### config.mk
export PLATFORM = sky130hd
export DESIGN_NAME = lut_config_loader
export DESIGN_NICKNAME = d
export VERILOG_FILES = /design/src/rtl/lut_config_pkg.sv /design/src/rtl/lut_config_serializer.sv /design/src/rtl/lut_config_loader.sv
export SDC_FILE = /design/constraint.sdc
export NUM_CORES = 1
export LEC_CHECK = 0
export CORE_MARGIN = 2
export CORE_UTILIZATION = 44
export DETAILED_ROUTE_END_ITERATION = 8
export PLACE_DENSITY = 0.78
export SYNTH_ARGS = -nofsm -noshare
export SYNTH_HDL_FRONTEND = slang
export SYNTH_SLANG_ARGS = --single-unit
### constraint.sdc
create_clock -name clock -period 2.3 [get_ports clock]
set_input_delay 0.23 -clock clock [delete_from_list [all_inputs] [get_ports clock]]
set_output_delay 0.23 -clock clock [all_outputs]
set_load 0.03 [all_outputs]
### src/rtl/lut_config_pkg.sv
// Shared types and default sizing for the LUT configuration loader.
package lut_config_pkg;

    typedef enum logic [1:0] {
        StIdle  = 2'd0,
        StShift = 2'd1,
        StDone  = 2'd2
    } state_e;

    localparam int unsigned LUT_CONFIG_BITS = 20;  // 16 truth-table + 4 selector bits
    localparam int unsigned WORD_WIDTH      = 16;
    localparam int unsigned LUTS_PER_TILE   = 4;

endpackage

### src/rtl/lut_config_serializer.sv
// Parallel-load, MSB-first shift register with a count of bits still to emit.
module lut_config_serializer #(
    parameter int unsigned WORD_WIDTH = 16,
    parameter int unsigned BIT_W      = $clog2(WORD_WIDTH + 1)
) (
    input  logic                  clock,
    input  logic                  reset,
    input  logic                  i_load,
    input  logic [WORD_WIDTH-1:0] i_word,
    input  logic [BIT_W-1:0]      i_bits,
    input  logic                  i_shift,
    output logic                  o_bit_out,
    output logic [BIT_W-1:0]      o_bits_in_word
);

    logic [WORD_WIDTH-1:0] r_shreg;
    logic [BIT_W-1:0]      r_bits;

    // A load wins over a shift: the outgoing last bit is taken from the old MSB this cycle.
    always_ff @(posedge clock) begin
        if (reset) begin
            r_shreg <= '0;
            r_bits  <= '0;
        end else if (i_load) begin
            r_shreg <= i_word;
            r_bits  <= i_bits;
        end else if (i_shift && (r_bits != '0)) begin
            r_shreg <= {r_shreg[WORD_WIDTH-2:0], 1'b0};
            r_bits  <= r_bits - BIT_W'(1);
        end
    end

    assign o_bit_out      = r_shreg[WORD_WIDTH-1];
    assign o_bits_in_word = r_bits;

endmodule

### src/rtl/lut_config_loader.sv
// Streams host words onto the tile configuration chain, CHAIN_LENGTH bits per pass.
// Optional trailing checksum word check: define LUT_CONFIG_LOADER_CHECKSUM_EN.
module lut_config_loader #(
    parameter int unsigned WORD_WIDTH   = lut_config_pkg::WORD_WIDTH,
    parameter int unsigned CHAIN_LENGTH = lut_config_pkg::LUTS_PER_TILE
                                          * lut_config_pkg::LUT_CONFIG_BITS,
    parameter int unsigned CNT_W        = $clog2(CHAIN_LENGTH + 1)
) (
    input  logic                  clock,
    input  logic                  reset,
    input  logic                  start,
    input  logic [WORD_WIDTH-1:0] in_data,
    input  logic                  in_valid,
    output logic                  in_ready,
    output logic                  config_out,
    output logic                  config_enable,
    output logic                  config_busy,
    output logic                  config_done,
    output logic                  config_error
);

    import lut_config_pkg::*;

    localparam int unsigned BIT_W = $clog2(WORD_WIDTH + 1);

    state_e           r_state, w_state_d;
    logic [CNT_W-1:0] r_remaining, w_remaining_d;
    logic [CNT_W-1:0] w_unloaded;
    logic             r_done, w_done_d;
    logic [BIT_W-1:0] w_bits_in_word;
    logic [BIT_W-1:0] w_load_bits;
    logic             w_bit_out;
    logic             w_shift;
    logic             w_chain_ready;
    logic             w_chain_hs;
    logic             w_ready;

    // Bits of the pass not yet loaded into the serializer.
    assign w_unloaded    = r_remaining - CNT_W'(w_bits_in_word);
    assign w_shift       = (r_state == StShift) && (w_bits_in_word != '0);
    assign w_chain_ready = (r_state == StShift) && (w_bits_in_word <= BIT_W'(1))
                           && (w_unloaded != '0);
    assign w_chain_hs    = in_valid && w_chain_ready;

    always_comb begin
        w_load_bits = BIT_W'(WORD_WIDTH);
        if (32'(w_unloaded) < WORD_WIDTH) begin
            w_load_bits = BIT_W'(w_unloaded);
        end
    end

`ifdef LUT_CONFIG_LOADER_CHECKSUM_EN
    logic [WORD_WIDTH-1:0] r_acc, w_acc_d;
    logic [WORD_WIDTH-1:0] w_mask;
    logic                  r_error, w_error_d;
    logic                  w_cks_ready;
    logic                  w_cks_hs;

    // Keep only the bits that actually reach the chain (top w_load_bits).
    assign w_mask      = ~({WORD_WIDTH{1'b1}} >> w_load_bits);
    assign w_cks_ready = (r_state == StShift) && (r_remaining == '0);
    assign w_cks_hs    = in_valid && w_cks_ready;
    assign w_ready     = w_chain_ready || w_cks_ready;
`else
    assign w_ready     = w_chain_ready;
`endif

    always_comb begin
        w_state_d     = r_state;
        w_remaining_d = r_remaining;
        w_done_d      = r_done;
`ifdef LUT_CONFIG_LOADER_CHECKSUM_EN
        w_acc_d       = r_acc;
        w_error_d     = r_error;
`endif
        case (r_state)
            StIdle, StDone: begin
                if (start) begin
                    w_state_d     = StShift;
                    w_remaining_d = CNT_W'(CHAIN_LENGTH);
                    w_done_d      = 1'b0;
`ifdef LUT_CONFIG_LOADER_CHECKSUM_EN
                    w_acc_d       = '0;
                    w_error_d     = 1'b0;
`endif
                end
            end
            StShift: begin
                if (w_shift) begin
                    w_remaining_d = r_remaining - CNT_W'(1);
                end
`ifdef LUT_CONFIG_LOADER_CHECKSUM_EN
                if (w_chain_hs) begin
                    w_acc_d = r_acc ^ (in_data & w_mask);
                end
                if (w_cks_hs) begin
                    w_state_d = StDone;
                    w_done_d  = (in_data == r_acc);
                    w_error_d = (in_data != r_acc);
                end
`else
                if (w_remaining_d == '0) begin
                    w_state_d = StDone;
                    w_done_d  = 1'b1;
                end
`endif
            end
            default: w_state_d = StIdle;
        endcase
    end

    always_ff @(posedge clock) begin
        if (reset) begin
            r_state     <= StIdle;
            r_remaining <= '0;
            r_done      <= 1'b0;
`ifdef LUT_CONFIG_LOADER_CHECKSUM_EN
            r_acc       <= '0;
            r_error     <= 1'b0;
`endif
        end else begin
            r_state     <= w_state_d;
            r_remaining <= w_remaining_d;
            r_done      <= w_done_d;
`ifdef LUT_CONFIG_LOADER_CHECKSUM_EN
            r_acc       <= w_acc_d;
            r_error     <= w_error_d;
`endif
        end
    end

    lut_config_serializer #(
        .WORD_WIDTH (WORD_WIDTH),
        .BIT_W      (BIT_W)
    ) u_serializer (
        .clock          (clock),
        .reset          (reset),
        .i_load         (w_chain_hs),
        .i_word         (in_data),
        .i_bits         (w_load_bits),
        .i_shift        (w_shift),
        .o_bit_out      (w_bit_out),
        .o_bits_in_word (w_bits_in_word)
    );

    assign in_ready      = w_ready;
    assign config_enable = w_shift;
    assign config_out    = w_shift & w_bit_out;
    assign config_busy   = (r_state == StShift);
    assign config_done   = r_done;
`ifdef LUT_CONFIG_LOADER_CHECKSUM_EN
    assign config_error  = r_error;
`else
    assign config_error  = 1'b0;
`endif

endmodule

# Yosys cells after proc, flatten, opt, wreduce, memory -nomap -nowiden
# Index checks and enable logic that the tools add are counted.
[totals]
reg_bits = 31
[op_classes]
n_reduce_logical = 15
magnitude_cmp = 2
add_sub_neg = 3
n_eq_ne = 4
mux = 15
bitwise = 1
[ops]
columns = ["cell", "count"]
rows = [
  ["$mux W16", 2],
  ["$mux W7", 3],
  ["$mux W5", 3],
  ["$pmux W7 S2", 1],
  ["$logic_not A7 Y1", 1],
  ["$lt A7 B5 Y1 const B", 1],
  ["$reduce_bool A7 Y1", 1],
  ["$sub A7 B1 Y7 const B", 1],
  ["$sub A7 B5 Y7", 1],
  ["$le A5 B1 Y1 const B", 1],
  ["$logic_and A1 B1 Y1", 5],
  ["$reduce_bool A5 Y1", 1],
  ["$sub A5 B1 Y5 const B", 1],
  ["$mux W2", 2],
  ["$pmux W2 S2", 1],
  ["$reduce_and A2 Y1", 2],
  ["$reduce_bool A2 Y1", 2],
  ["$reduce_and A3 Y1", 1],
  ["$eq A2 B1 Y1 const B", 1],
  ["$eq A2 B2 Y1 const B", 1],
  ["$logic_not A2 Y1", 1],
  ["$mux W1", 2],
  ["$ne A2 B1 Y1 const B", 1],
  ["$ne A2 B2 Y1 const B", 1],
  ["3 further kinds", 3],
]

# Depth between registers and ports, before layout
# Gate-level depths: netlist (run 1).
[logic_depth]
depth_word = 7
ltp_mapped = 10
mapped_depth_nobuf = 9

# Hierarchy
# A second synthesis (run 1) with hierarchy kept.
[hier_totals]
cells_unflattened = 237
area_unflattened_um2 = 1905.6
[by_module_without_submodules]
columns = ["module", "seq_area_each_um2", "area_per_inst_um2", "instances", "cells_per_inst"]
rows = [
  ["lut_config_serializer", 420.4, 1063.5, 1, 127],
  ["lut_config_loader", 200.2, 842.1, 1, 110],
]

# Least setup slack after synthesis (run 1)
# Ideal clock, no wire load.
[synth_path]
path_type = "register to register"
startpoint = "register r_remaining[0]"
endpoint = "register u_serializer.r_bits[0] (netlist: u_serializer.o_bits_in_word[0])"
arrival_time_ns = 2.300
path_slack_ns = -0.121
path_stages_with_launch = 11
period_less_slack_ns = 2.421
path_buffers = 1
required_ns = 2.179
cell_sequence = "dfxtp_1 inv_1 ha_1 fa_1 nand2b_1 a21oi_1 or4_4 a21oi_2 a21oi_4 buf_8 mux2_4"
[synth_via]
elab_chain_cells = 5
elab_cells_between_ends = 8
cone_classes = "add/sub: 1; order compare: 1; mux: 2; reduce/logical: 4"
[synth_rtl]
columns = ["item", "line", "text"]
rows = [
  ["from (decl)", "lut_config_loader.sv:27", "logic [CNT_W-1:0] r_remaining, w_remaining_d;"],
  ["from (signal assigned)", "lut_config_loader.sv:123", "r_remaining <= w_remaining_d;"],
  ["$sub A7 B5 Y7 (*)", "lut_config_loader.sv:39", "assign w_unloaded = r_remaining - CNT_W'(w_bits_in_word);"],
  ["parallel branches: the longest is 4 deep, another holds $lt A7 B5 Y1", "-", ""],
  ["to (signal assigned)", "lut_config_serializer.sv:26", "r_bits <= i_bits;"],
  ["to (signal assigned)", "lut_config_serializer.sv:29", "r_bits <= r_bits - BIT_W'(1);"],
  ["to (decl)", "lut_config_serializer.sv:17", "logic [BIT_W-1:0] r_bits;"],
]
# Mark *: on every way between the ends.
# A chain may end at the register's enable or synchronous reset.

# Final worst setup path (run 1)
[layout_path]
startpoint = "register r_remaining[0]"
endpoint = "register u_serializer.r_shreg[13]"
[layout_via]
elab_chain_cells = 5
elab_cells_between_ends = 6
cone_classes = "add/sub: 1; mux: 1; reduce/logical: 4"
[layout_rtl]
columns = ["item", "line", "text"]
rows = [
  ["$sub A7 B5 Y7 (*)", "lut_config_loader.sv:39", ""],
  ["$reduce_bool A7 Y1 (*)", "lut_config_loader.sv:42", "&& (w_unloaded != '0);"],
  ["$logic_and A1 B1 Y1 (*)", "lut_config_loader.sv:42", ""],
  ["$logic_and A1 B1 Y1 (*)", "lut_config_loader.sv:43", "assign w_chain_hs = in_valid && w_chain_ready;"],
  ["$mux W16 / $reduce_bool A2 Y1 (equally long branches)", "-", ""],
  ["to (signal assigned)", "lut_config_serializer.sv:25", "r_shreg <= i_word;"],
  ["to (signal assigned)", "lut_config_serializer.sv:28", "r_shreg <= {r_shreg[WORD_WIDTH-2:0], 1'b0};"],
  ["to (decl)", "lut_config_serializer.sv:16", "logic [WORD_WIDTH-1:0] r_shreg;"],
]
# Mark *: on every way between the ends. The rest lies on a longest branch, timed or not.

==> flow_metrics.py, run 1 <==
metrics = {
    "status": {
        "outcome": "finished, violations left",
        "violations": "setup timing",
    },
    "drt": {
        "drc": 0,
        "drt_iter0_markers": 99,
        "ant_nets": 0,
        "vias": 1974,
        "drt_first_pass_iters": 4,
        "wl_um": 5230,
        "wire_per_inst_um": 14.4,
        "via_per_inst": 5.42,
    },
    "worst_setup_path": {
        "critPathKind": "flip-flop to flip-flop",
        "path_max_fanout": 9,
        "worst_r2r_path_depth": 11,
        "cpMostUsedCell": "a21oi_4",
        "worstPathArrival_ps": 2670,
        "reg2reg_slack_ps": -190,
        "r2r-end": "u_serializer.r_shreg[13]",
        "slowest_stage": "fa_2",
        "path_cells": "inv_2 -> ha_4 -> fa_2 -> nand2b_4 -> a21oi_4 -> or4_4 -> a21oi_4 -> buf_6 -> a21oi_4 -> buf_12 -> mux2_4",
        "end_kind": "flip-flop",
        "cp.required_ps": 2480,
        "critical_path.top_delay_family": "adder cells",
        "startpoint_type": "flip-flop",
        "critical_path.max_stage_delay_ps": 420,
        "cp_num_buf_inv": 3,
        "r2r-start": "r_remaining[0]",
    },
    "global_route": {
        "grt_pass1_vias": 1952,
        "groute.usage.overall": 0.214,
        "antenna_found_initial": 0,
        "grt_max_degree": 22,
        "grt_overflow": 0,
        "grt_pass1_wl_um": 8690,
    },
    "place": {
        "pre_cts_ws_ps": -217,
        "gp_congestion": 0.822,
        "dp_hpwl_um": 3410,
        "place.port_buffers": 24,
    },
    "die": {
        "row_count": 24,
        "start_util": 0.466,
        "die_w_um": 72.4,
        "core_area_um2": 4410,
        "io_pins": 26,
        "die_h_um": 72.4,
        "die-area_um2": 5230,
    },
    "synthesis": {
        "syn_nets": 281,
        "synth-seq-area-share": 0.302,
        "ys_warn_count": 0,
        "synthCells": 251,
        "synth_edf_count": 0,
        "synthTopCellsByArea": "dfxtp_1, a21oi_1, nand2_1",
        "async_flop_share": 0,
        "synth_area_um2": 2060,
        "ys.flop_type": "dfxtp_1",
        "ys_types": 53,
        "avgSynthCellArea_um2": 8.19,
        "synth_top_area_frac": 0.302,
        "ys_ff_latch": 31,
        "synth_area_leader_cell": "dfxtp_1",
    },
    "min_path": {
        "worstHoldStart": "config_done",
        "holdCritPathClass": "flip-flop to flip-flop",
        "min_path_cells": 2,
        "worstHoldEndpoint": "config_done",
    },
    "timing": {
        "max-slew-margin-rel": 0.655,
        "rsz0062_at_grt": "true",
        "tightest_slew_ps": 516,
        "max_freq_ghz": 0.402,
        "finalCriticalPeriod_ps": 2490,
        "skew_ps": 6.96,
        "setup_viol": 20,
        "hold_viol_final": 0,
        "timing_max_transition_violations_final": 0,
        "setup_ws_ps": -189,
        "min_period_over_period": 1.08,
    },
    "finish": {
        "diodes": 0,
        "layout.nets": 341,
        "drive_above_1_share": 0.314,
        "fill_cells": 359,
        "fin_util": 0.649,
        "final_cell_mix": "buf_4, nand2_1, dfxtp_1",
        "synthToLayoutAreaGrowth_pct": 39.3,
        "final_common_cell": "buf_4",
    },
    "clocking": {
        "clkTransAtPathRegs_ps": 70,
        "cts.sinks": 31,
        "insertion_delay_ps": 290,
        "cts_root_buf": "clkbuf_8",
        "cts_hold_buf": 0,
        "cts_tree": "done",
        "cts_inserted_buffers": 5,
        "cts_buffer_depth": 2,
        "cts_max_level": 2,
    },
    "flow_run": {
        "cap_violations": 0,
    },
    "power_and_ir_drop": {
        "worst_ir_drop_vdd_mv": 0.687,
        "powerDensity_nw_per_um2": 1640,
        "power_leakage_nw": 1.14,
    },
}
[tightest hold or removal path: cells and delay by family (launching register included)]
family          cells  cell delay, ps
simple gates        1              50
flops               1             310
compound gates      1              60
[cell usage after synthesis (3+ instances only)]
cell type and instances:
a211oi_1 4, a21oi_1 30, clkbuf_1 9, dfxtp_1 31
ha_1 9, inv_1 8, mux2_2 9, mux2_4 8
nand2_1 37, nand2b_1 5, nor2_1 21, nor2b_1 16
nor3_1 6, o21ai_0 3, or3_1 3, xnor2_1 7
[final cells by class]
cell class / count / area, um2 / area share
inverters: 10 / 37.5 / 0.0131
multi-input cells: 197 / 1460 / 0.509
flip-flops and latches: 31 / 623 / 0.218
well taps: 52 / 65.1 / 0.0227
clock buffers: 8 / 100 / 0.0350
repair buffers: 66 / 579 / 0.202
[state kept, by name (all words and copies together) (netlist names)]
register	cells
u_serializer.r_shreg	16
r_remaining	7
u_serializer.o_bits_in_word	5
r_state	2
config_done	1
[what timing repair did]
item	in CTS	in global routing
endpoints found under the setup margin	21	26
buffers inserted	8	3
gates resized for setup	21	20
cloned	1	1
pin swaps	3	9
[per-stage QoR]
step	setup TNS (ps)	power (mW)	hold slack, ps	instances	area (um2)
floorplan	0	2.67	386	251	2070
detailed placement	-1870	3.53	456	345	2560
CTS	-3190	4.51	465	362	2800
finish	-3420	4.70	467	364	2860
global placement	-737	3.45	446	345	2560
global route	-4630	5.03	511	364	2860
[metal layers]
layer	vias up	routed length [um]	global-route usage
met2	46	2690	0.393
met5	-	0	0
met4	0	165	0.0860
met1	934	2160	0.236
met3	15	210	0.0486
li1	979	-	-
[worst max path at each step]
stage / endpoint / from / cells after the start / slack, ps
after floorplan: u_serializer.o_bits_in_word[0] / u_serializer.o_bits_in_word[0] / 9 / 4
after global routing: u_serializer.o_bits_in_word[2] / r_remaining[0] / 13 / -250
final: u_serializer.r_shreg[13] / r_remaining[0] / 11 / -190
after detailed placement: in_ready / r_remaining[0] / 9 / -220
after CTS: u_serializer.r_shreg[13] / r_remaining[0] / 12 / -190
after global placement: in_ready / r_remaining[0] / 9 / -160
[kinds of logic after synthesis]
family | synth area share
and+or+nand+nor | 0.267
AOI/OAI and AO/OA | 0.167
DFF | 0.302
buffers and inverters | 0.0505
muxes | 0.113
adders and majority gates | 0.0645
xor gates and xnor gates | 0.0341
other | 0.00182
[report_power, final]
| part | internal, mW | switching [mW] | total, mW |
|---|---|---|---|
| clock | 0.273 | 0.214 | 0.487 |
| sequential | 0.707 | 0.114 | 0.822 |
| combinational | 1.74 | 1.66 | 3.40 |
Power figures use the tool's default switching activity.
==> run 2: changes to the inputs <==
--- a/config.mk
+++ b/config.mk
@@ -9,6 +9,7 @@
 export CORE_UTILIZATION = 44
 export DETAILED_ROUTE_END_ITERATION = 8
 export PLACE_DENSITY = 0.78
+export SETUP_SLACK_MARGIN = 0.4
 export SYNTH_ARGS = -nofsm -noshare
 export SYNTH_HDL_FRONTEND = slang
 export SYNTH_SLANG_ARGS = --single-unit
==> run 2 against run 1 <==
The run still ends with setup timing left. Maximum frequency increased by 4.2%. Clock power increased by 13%. Clock skew decreased by 1.3 ps. First-iteration DRC count decreased by 2.0%. Core utilization increased by 2.1 points. Sequential power increased by 4.0%. Sequential share of layout area decreased by 0.44 points. Final area increased by 3.3%. Global-route usage decreased by 2.1 points. Worst hold slack improved by 3.7 ps. Count of clock-buffer cells in the layout decreased by 3. Largest power group unchanged.
==> flow_metrics.py, run 2 (synthesized netlist as in run 1, its figures left out) <==
metrics = {
    "status": {
        "outcome": "finished, violations left",
        "violations": "setup timing",
    },
    "worst_setup_path": {
        "critical_path.max_stage_delay_ps": 440,
        "startpoint_type": "flip-flop",
        "cpMostUsedCell": "a21oi_4",
        "slowest_stage": "or4_4",
        "cp.required_ps": 2070,
        "end_kind": "output pin",
        "critPathKind": "flip-flop to output pin",
        "path_cells": "inv_2 -> ha_4 -> fa_2 -> nand2b_4 -> a21oi_4 -> or4_4 -> a21oi_4 -> a21oi_1 -> buf_4",
        "worstPathArrival_ps": 2160,
        "cp_num_buf_inv": 2,
        "cp.depth": 9,
        "critical_path.top_delay_family": "simple AND/OR/NAND/NOR gates",
        "worst_r2r_path_depth": 11,
        "path_max_fanout": 3,
    },
    "drt": {
        "wl_um": 5200,
        "wire_per_inst_um": 14.7,
        "vias": 1958,
        "drc": 0,
        "top_layer_used": "met4",
        "drt_first_pass_iters": 4,
        "met2WireLength_um": 2650,
        "wl_met1_um": 2170,
        "wl_met3_um": 240,
        "drt_iter0_markers": 97,
        "via_per_inst": 5.53,
        "ant_nets": 0,
    },
    "die": {
        "core_area_um2": 4410,
        "die_h_um": 72.4,
        "row_count": 24,
        "die_w_um": 72.4,
        "io_pins": 26,
        "start_util": 0.466,
        "die-area_um2": 5230,
    },
    "finish": {
        "largest-register": "u_serializer.r_shreg",
        "layout.nets": 331,
        "largest_reg_flops": 16,
        "final_cell_mix": "nand2_1, dfxtp_1, a21oi_1",
        "diodes": 0,
        "drive_above_1_share": 0.358,
        "final_common_cell": "nand2_1",
        "synthToLayoutAreaGrowth_pct": 43.8,
    },
    "clocking": {
        "cts_buffer_depth": 2,
        "insertion_delay_ps": 290,
        "clkTransAtPathRegs_ps": 70,
        "cts.sinks": 31,
        "cts_tree": "done",
        "cts_inserted_buffers": 5,
        "cts_root_buf": "clkbuf_8",
        "cts_max_level": 2,
    },
    "place": {
        "dp_hpwl_um": 3200,
        "gp_congestion": 0.881,
        "place.port_buffers": 24,
    },
    "min_path": {
        "min_path_cells": 2,
        "holdCritPathClass": "flip-flop to flip-flop",
    },
    "global_route": {
        "grt_overflow": 0,
        "grt_pass1_vias": 1853,
        "antenna_found_initial": 0,
        "grt_pass1_wl_um": 7970,
        "groute.usage.overall": 0.193,
        "grt_max_degree": 23,
    },
    "timing": {
        "timing_max_transition_violations_final": 0,
        "whs_ps": 471,
        "setup_viol": 18,
        "rsz0062_at_grt": "true",
        "setup_ws_ps": -89.8,
        "max_freq_ghz": 0.418,
        "hold_viol_final": 0,
        "finalCriticalPeriod_ps": 2390,
        "min_period_over_period": 1.04,
        "finalSetupTns_ps": -959,
        "skew_ps": 5.63,
    },
    "power_and_ir_drop": {
        "powerDensity_nw_per_um2": 1590,
        "worst_ir_drop_vdd_mv": 0.610,
        "power_leakage_nw": 1.15,
        "finalPower_mw": 4.70,
    },
    "flow_run": {
        "cap_violations": 0,
    },
}
run 2: what timing repair did:
| item | in CTS | in global routing |
|---|---|---|
| hold buffers | 0 | 0 |
| gates cloned | 0 | 1 |
| setup buffers | 7 | 9 |
| pin swaps | 19 | 17 |
| resized for setup | 41 | 27 |
| setup endpoints to repair | 27 | 35 |
run 2: path summary, 6_finish.rpt:
path             startpoint                       to  slack, ps
max          r_remaining[0]                 in_ready        -90
min             config_done              config_done        470
max reg2reg  r_remaining[0]  u_serializer.r_shreg[3]        -70
min reg2reg     config_done              config_done        470
run 2: worst register-to-register path: stages (launching register included):
cell and delay (ps):
dfxtp_2 340, inv_2 50, ha_4 160, fa_2 370, nand2b_4 170, a21oi_4 150
or4_4 150, a21oi_4 60, buf_6 140, a21oi_4 130, buf_12 190, mux2_2 360
run 2: layer usage:
metal,vias up,global-route usage
li1,963,-
met1,925,0.223
met2,54,0.333
met3,16,0.0458
met4,0,0.0943
met5,-,0
run 2: layout make-up:
cell class                 count  area [um2]
sequential                    31         631
inverter                      10        55.1
clock inverter                 3        43.8
multi-input combinational    197        1520
tap                           52        65.1
fill                         345        1460
timing repair buffer          56         572
clock buffer                   5        68.8
run 2: report_power, final:
group          leakage (nW)  switching, mW  internal [mW]
logic                 0.837           1.68           1.62
registers             0.254          0.140          0.714
clock network        0.0581          0.226          0.322
run 2: per-stage QoR:
step	utilization	instances	area [um2]	worst slack (ps)
floorplan	-	251	2090	5.42
global placement	0.556	329	2460	51.8
detailed placement	0.556	329	2460	-4.32
CTS	0.619	344	2730	-54.7
global route	0.670	354	2960	-144
finish	0.670	354	2960	-89.8
